### src/rtl/d1_bus_arbiter.sv
// d1_bus_arbiter: round-robin arbiter sharing the single D1 slave port; the owner keeps the bus for its whole burst
//
// Ports:
//   clk_i, rst_i          clock and asynchronous active-high reset
//   m_*_i                 per-requester address/write data/write/size/burst/claim, requester i in slice i
//   m_read_data_o         slave read data broadcast to every requester
//   m_readyout_o/m_resp_o slave ready/response routed to the owner only, 0 elsewhere
//   grant_o               registered one-hot owner
//   wdog_expire_o         one-cycle pulse on a watchdog forced release
//   s_*_o                 owner's signals muxed to the slave, all zero without a grant
//   s_*_i                 slave read data, ready and error response
// Optional feature: define ARB_WATCHDOG_EN to bound ownership to MAX_HOLD cycles.
module d1_bus_arbiter #(
    parameter int N_REQ    = 2,
    parameter int MAX_HOLD = 64
) (
    input  logic                clk_i,
    input  logic                rst_i,
    input  logic [N_REQ*32-1:0] m_addr_i,
    input  logic [N_REQ*32-1:0] m_write_data_i,
    input  logic [N_REQ-1:0]    m_write_i,
    input  logic [N_REQ*3-1:0]  m_size_i,
    input  logic [N_REQ*3-1:0]  m_burst_i,
    input  logic [N_REQ-1:0]    m_claim_i,
    output logic [31:0]         m_read_data_o,
    output logic [N_REQ-1:0]    m_readyout_o,
    output logic [N_REQ-1:0]    m_resp_o,
    output logic [N_REQ-1:0]    grant_o,
    output logic                wdog_expire_o,
    output logic [31:0]         s_addr_o,
    output logic [31:0]         s_write_data_o,
    output logic                s_write_o,
    output logic [2:0]          s_size_o,
    output logic [2:0]          s_burst_o,
    output logic                s_claim_o,
    input  logic [31:0]         s_read_data_i,
    input  logic                s_readyout_i,
    input  logic                s_resp_i
);
    localparam int IW = (N_REQ > 1) ? $clog2(N_REQ) : 1;
    typedef enum logic [1:0] {IDLE, OWN, DRAIN} state_t;
    state_t           state_q;
    logic [N_REQ-1:0] grant_q;
    logic [IW-1:0]    owner_q, ptr_q, ptr_d, win;
    logic [IW:0]      idx;
    logic [N_REQ-1:0] eligible;
    logic             found;
    logic             owner_claim;
`ifdef ARB_WATCHDOG_EN
    localparam int CW = $clog2(MAX_HOLD);
    localparam logic [CW-1:0] HOLD_LIM = CW'(MAX_HOLD - 1);
    logic [CW-1:0]    cnt_q;
    logic [N_REQ-1:0] mask_q;
    logic             wdog_q;
    // a requester evicted by the watchdog sits out until it has dropped its claim once
    assign eligible      = m_claim_i & ~mask_q;
    assign wdog_expire_o = wdog_q;
`else
    assign eligible      = m_claim_i;
    assign wdog_expire_o = 1'b0;
`endif
    assign owner_claim   = m_claim_i[owner_q];
    assign ptr_d         = (owner_q == IW'(N_REQ - 1)) ? '0 : owner_q + 1'b1;
    assign grant_o       = grant_q;
    assign s_claim_o     = |grant_q;
    assign m_read_data_o = s_read_data_i;
    assign m_readyout_o  = grant_q & {N_REQ{s_readyout_i}};
    assign m_resp_o      = grant_q & {N_REQ{s_resp_i}};
    // first eligible claimant at or after the pointer, wrapping explicitly
    always_comb begin
        win   = ptr_q;
        found = 1'b0;
        idx   = '0;
        for (int k = 0; k < N_REQ; k++) begin
            idx = {1'b0, ptr_q} + (IW+1)'(k);
            idx = (idx >= (IW+1)'(N_REQ)) ? idx - (IW+1)'(N_REQ) : idx;
            if (!found && eligible[idx[IW-1:0]]) begin
                found = 1'b1;
                win   = idx[IW-1:0];
            end
        end
    end
    // AND-OR mux on the one-hot grant; no grant yields all zeros
    always_comb begin
        s_addr_o       = '0;
        s_write_data_o = '0;
        s_write_o      = 1'b0;
        s_size_o       = '0;
        s_burst_o      = '0;
        for (int i = 0; i < N_REQ; i++) begin
            s_addr_o       = s_addr_o | ({32{grant_q[i]}} & m_addr_i[32*i+:32]);
            s_write_data_o = s_write_data_o | ({32{grant_q[i]}} & m_write_data_i[32*i+:32]);
            s_write_o      = s_write_o | (grant_q[i] & m_write_i[i]);
            s_size_o       = s_size_o | ({3{grant_q[i]}} & m_size_i[3*i+:3]);
            s_burst_o      = s_burst_o | ({3{grant_q[i]}} & m_burst_i[3*i+:3]);
        end
    end
    always_ff @(posedge clk_i or posedge rst_i) begin
        if (rst_i) begin
            state_q <= IDLE;
            grant_q <= '0;
            owner_q <= '0;
            ptr_q   <= '0;
`ifdef ARB_WATCHDOG_EN
            cnt_q   <= '0;
            mask_q  <= '0;
            wdog_q  <= 1'b0;
`endif
        end else begin
`ifdef ARB_WATCHDOG_EN
            wdog_q <= 1'b0;
            mask_q <= mask_q & m_claim_i;
`endif
            case (state_q)
                IDLE: if (found) begin
                    state_q <= OWN;
                    owner_q <= win;
                    grant_q <= N_REQ'(1) << win;
`ifdef ARB_WATCHDOG_EN
                    cnt_q   <= '0;
`endif
                end
                OWN: if (!owner_claim) begin
                    if (s_readyout_i) begin
                        state_q <= IDLE;
                        grant_q <= '0;
                        ptr_q   <= ptr_d;
                    end else begin
                        state_q <= DRAIN;
                    end
                end
`ifdef ARB_WATCHDOG_EN
                else if (cnt_q >= HOLD_LIM) begin
                    // expiry only takes effect on a completed beat
                    if (s_readyout_i) begin
                        state_q         <= IDLE;
                        grant_q         <= '0;
                        ptr_q           <= ptr_d;
                        wdog_q          <= 1'b1;
                        mask_q[owner_q] <= 1'b1;
                    end
                end else begin
                    cnt_q <= cnt_q + 1'b1;
                end
`endif
                DRAIN: if (s_readyout_i) begin
                    state_q <= IDLE;
                    grant_q <= '0;
                    ptr_q   <= ptr_d;
                end
                default: state_q <= IDLE;
            endcase
        end
    end
endmodule

### config.mk
export PLATFORM = sky130hd
export DESIGN_NAME = d1_bus_arbiter
export DESIGN_NICKNAME = d
export VERILOG_FILES = /design/src/rtl/d1_bus_arbiter.sv
export SDC_FILE = /design/constraint.sdc
export NUM_CORES = 1
export LEC_CHECK = 0
export ABC_AREA = 1
export ABC_CLOCK_PERIOD_IN_PS = 2370
export BUFFER_PORTS_ARGS = -buffer_cell sky130_fd_sc_hd__buf_2
export CAP_MARGIN = 20
export CORE_AREA = 3 3 111 113
export DETAILED_ROUTE_END_ITERATION = 8
export DIE_AREA = 0 0 114 116
export GPL_ROUTABILITY_DRIVEN = 0
export SLEW_MARGIN = 20
export SYNTH_ARGS = -nofsm -noshare
export SYNTH_HDL_FRONTEND = slang
export SYNTH_SLANG_ARGS = --single-unit
### constraint.sdc
create_clock -name clk_i -period 2.37 [get_ports clk_i]
set_input_delay 0 -clock clk_i [delete_from_list [all_inputs] [get_ports clk_i]]
set_output_delay 0 -clock clk_i [all_outputs]
set_load 0.1 [all_outputs]
Word-level counts from Yosys, hierarchy flattened:

Index checks and enable logic that the tools add are counted.

* order comparisons: 5
* shifts and indexed selects: 1
* add/subtract/negate cells: 4
* reduce and logical (&&, ||, !) cells: 10
* multiplexer cells: 25
* bitwise logic cells: 17
* eq/ne operators: 5

Operator list (count)
* AND 32 bit: 4
* OR 32 bit: 2
* 2-to-1 mux 1 bit: 15
* 2-to-1 mux 2 bit: 7
* AND 3 bit: 4
* case mux 2 bit (3 select lines): 2
* less-than comparator 1 x 2 -> 1 bit (second input constant): 3
* inequality test 2 bit (second input constant): 3
* OR 3 bit: 2
* AND reduction 3 bit: 2
* AND 2 bit: 2
* AND reduction 2 bit: 2
* nonzero test 3 bit: 1
* adder 1 x 1 -> 2 bit (second input constant): 1
* AND 1 bit: 2
* == test 2 x 1 -> 1 bit (second input constant): 1
* == test 2 bit (second input constant): 1
* >= comparator 1 x 2 -> 1 bit (second input constant): 1
* >= comparator 2 bit (second input constant): 1
* logical NOT 2 bit: 1
* case mux 1 bit (2 select lines): 1
* nonzero test 2 bit: 1
* OR reduction 2 bit: 1
* left shift 1 x 1 -> 2 bit (first input constant): 1
* 5 further kinds: 6

* logic and storage cells: 71
* input port bits: 180
* output and inout bits: 111
* bits in registers: 6

Longest topological paths before layout:

* word-level depth: 11
* depth in mapped cells: 7

Least setup slack after synthesis:

OpenSTA, ideal clock, no wires.

* path kind: register to output
* from: reg grant_q[0], in the netlist grant_o[0]
* to: out s_addr_o[10]
* stages on the path, launching flop included: 4
* buffers on the path: 2
* arrival: 2.202 ns
* setup slack: 0.168 ns
* data required time: 2.370 ns
* path through: dfrtp_1 -> buf_2 -> buf_2 -> a22o_1

* longest elaborated chain between the ends: 2

Ends and longest elaborated chain
* from (decl): line 43 `logic [N_REQ-1:0] grant_q;`
* from (signal assigned): line 118 `grant_q <= N_REQ'(1) << win;`
* AND 32 bit: line 91 `s_addr_o = s_addr_o | ({32{grant_q[i]}} & m_addr_i[32*i+:32]);`
* OR 32 bit: line 91
* to (decl): line 30 `output logic [31:0] s_addr_o,`

Every way passes these cells.

Worst setup path in the final report:

* from: reg grant_q[0], in the netlist grant_o[0]
* to: out s_write_data_o[27]

* longest elaborated chain between the ends: 2

Ends and longest elaborated chain
* AND 32 bit: line 92 `s_write_data_o = s_write_data_o | ({32{grant_q[i]}} & m_write_data_i[32*i+:32]);`
* OR 32 bit: line 92
* to (decl): line 31 `output logic [31:0] s_write_data_o,`

Every way passes these cells.

==> impl_metrics.toml <==
[status]
run_status = "finished clean"

[worst_setup_path]
path_class = "flop to output pin"
r2r_slack_ns = 0.98
r2r-start = "state_q[0]"
critPathRequiredTime_ns = 2.37
r2r-end = "grant_o[0]"
critPathLaunch = "grant_o[0]"
endpoint = "s_write_data_o[27]"
cp.arrival_ns = 1.70
end_kind = "output pin"
critPathLaunchType = "flop"
r2r_cells = 6
crit_path_max_fanout = 47

[synth]
synth-adder-area-share = 0.03506
synth_most_common_cell = "a22o_1"
synth_top_family_by_area = "compound AO/OA/AOI/OAI gates"
async_flop_share = 1.000
ys.warnings.count = 0
synth_xor_area_frac = 0
syn_inst = 188
synth_ff_type = "dfrtp_1"
ys_ff_latch = 6
synth_simple_gate_area_frac = 0.1315
ys_types = 17
syn_area_per_cell_sq_um = 7.594
synth_edf_count = 0
synth_compound_area_frac = 0.4584
yosysSeqAreaShare = 0.1052
syn-cell-area_sq_um = 1428
synthTopCellsByCount = "a22o_1 (71), buf_4 (35), nand2_1 (22)"
yosysTopAreaCell = "a22o_1"
synth.net_count = 372
synthMuxAreaShare = 0
yosysTopAreaCellShare = 0.4356
synthTopCellsByArea = "a22o_1 (44%), buf_4 (18%), dfrtp_1 (11%), nand2_1 (5.8%), buf_2 (4.9%)"

[global_route]
grt_start_max_net_pins = 48
antenna_found_initial = 0
grt_overflow = 0
grt_pass1_wl_um = 9873
grtUsageTotal = 0.09352
grt_pass1_vias = 1842

[clock_network]
cts.path.max_buffers = 2
clk-insertion-delay-late_ns = 0.23
clockRootBuffer = "clkbuf_16"
numCtsBuffers = 3
htreeDepth = 1
cts_tree = "yes"
clock-sinks = 6
cts.clk_slew.worst_paths_ns = 0.03

[drt]
ant_nets = 0
drt_iter0_markers = 135
dr.pass1.iters = 4
wl_um = 7656
avgRoutedWirePerCell_um = 14.84
vias = 2127
via_per_inst = 4.122
post-route-drc-count = 0

[cells_and_area]
n_fill_cell = 1266
multiInputGateArea_sq_um = 895.9
fin_nets = 558
regArea_sq_um = 152.6
drive_above_1_share = 0.6515
antenna_cells = 0
area_delta_synth_final_pct = 76.60

[die]
die_w_um = 114
die_y_um = 116
coreArea_sq_um = 11420
initial_core_util = 0.1250
die-area_sq_um = 13220
io_pins = 291
num_rows = 39

[sta]
clock-skew-final_ns = 0.002997
max_freq_ghz = 0.5894
min_period_over_period = 0.7159
rsz0062_at_grt = "false"
fin_crit_ns = 1.697
relSlewSlack = 0.6583
setup_violations = 0
tightestPinTransition_ns = 0.5161
finalHoldViolations = 0
tns_ns = 0
final_max_slew_viol_count = 0

[placed_design]
portBuffers = 225
dp_hpwl_um = 6403

[worst_hold_path]
hold_start = "s_read_data_i[15]"
min_path_type = "input port to output pin"

[job]
cap_violations = 0
worst min path at each step:
stage                              endpoint  slack, ns  cells past startpoint
after CTS                 m_read_data_o[16]     0.0007                      0
after global placement                ptr_q      -0.07                      2
after detailed placement              ptr_q      -0.07                      2
after global routing       m_read_data_o[7]     0.0001                      0
final                     m_read_data_o[15]    0.00004                      0
after floorplan                  grant_o[0]      -0.21                      1
stage by stage:
stage / setup WS, ns / hold WS (ns) / instance area (sq um) / cells / util
finish: 0.6733 / 0.00004387 / 2521 / 516 / 0.2208
global route: 0.5948 / 0.0001428 / 2521 / 516 / 0.2208
detailed placement: 0.9332 / -0.07041 / 2432 / 511 / 0.2130
CTS: 0.6796 / 0.0006813 / 2521 / 516 / 0.2208
global placement: 0.9180 / -0.06879 / 2432 / 511 / 0.2130
floorplan: 0.1676 / -0.2090 / 1428 / 188 / -
per-layer routing:
metal  vias up  GRT usage  part of all wire  wire (um)
li1       1030          -                 -          -
met1       940     0.1276              0.41       3126
met2       153     0.1503              0.47       3575
met3         4    0.02715              0.12        926
met4         0    0.01267            0.0037         28
met5         -          0                 0          0
registers in the layout, summed over array words and instances, names as in the netlist:
signal,flops
grant_o,2
ptr_q,1
owner_q,1
state_q,2
worst max-delay path: stages (launching register included):
cell and delay, ns:
dfrtp_2 0.34, buf_4 0.39, a22o_1 0.26, buf_2 0.44
cell usage in the layout (no fill, tap or decap), drive strengths merged:
| cell type | n |
|---|---|
| a21oi | 2 |
| a22o | 71 |
| buf | 229 |
| clkbuf | 4 |
| conb | 1 |
| dfrtp | 6 |
| dlygate4sd3 | 1 |
| ha | 4 |
| inv | 13 |
| nand2 | 25 |
| nand3 | 3 |
| nand4 | 4 |
| nor2 | 6 |
| o211ai | 1 |
| o21ai | 2 |
| or2 | 1 |
cells by family after synthesis:
family,count (synthesis)
buffers and inverters,62
AND/OR/NAND/NOR,39
flip-flops,6
AO/OA/AOI/OAI,76
other,1
adder cells (fa/ha/maj),4
timing repair:
item / CTS / global route
endpoints found under the hold margin: 6 / 0
hold buffers: 1 / 0
setup buffers: 0 / 0
resized for setup: 0 / 0
layout make-up:
cell class | count | area share
Multi-Input combinational cell | 120 | 0.3553
Tap cell | 143 | 0.07097
Inverter | 13 | 0.01935
Timing Repair Buffer | 230 | 0.4625
Sequential cell | 6 | 0.06055
Clock buffer | 4 | 0.03127
Power is left out: the tool's default activity adds up to more than one toggle a clock period on the data nets, which glitch-free logic cannot reach.
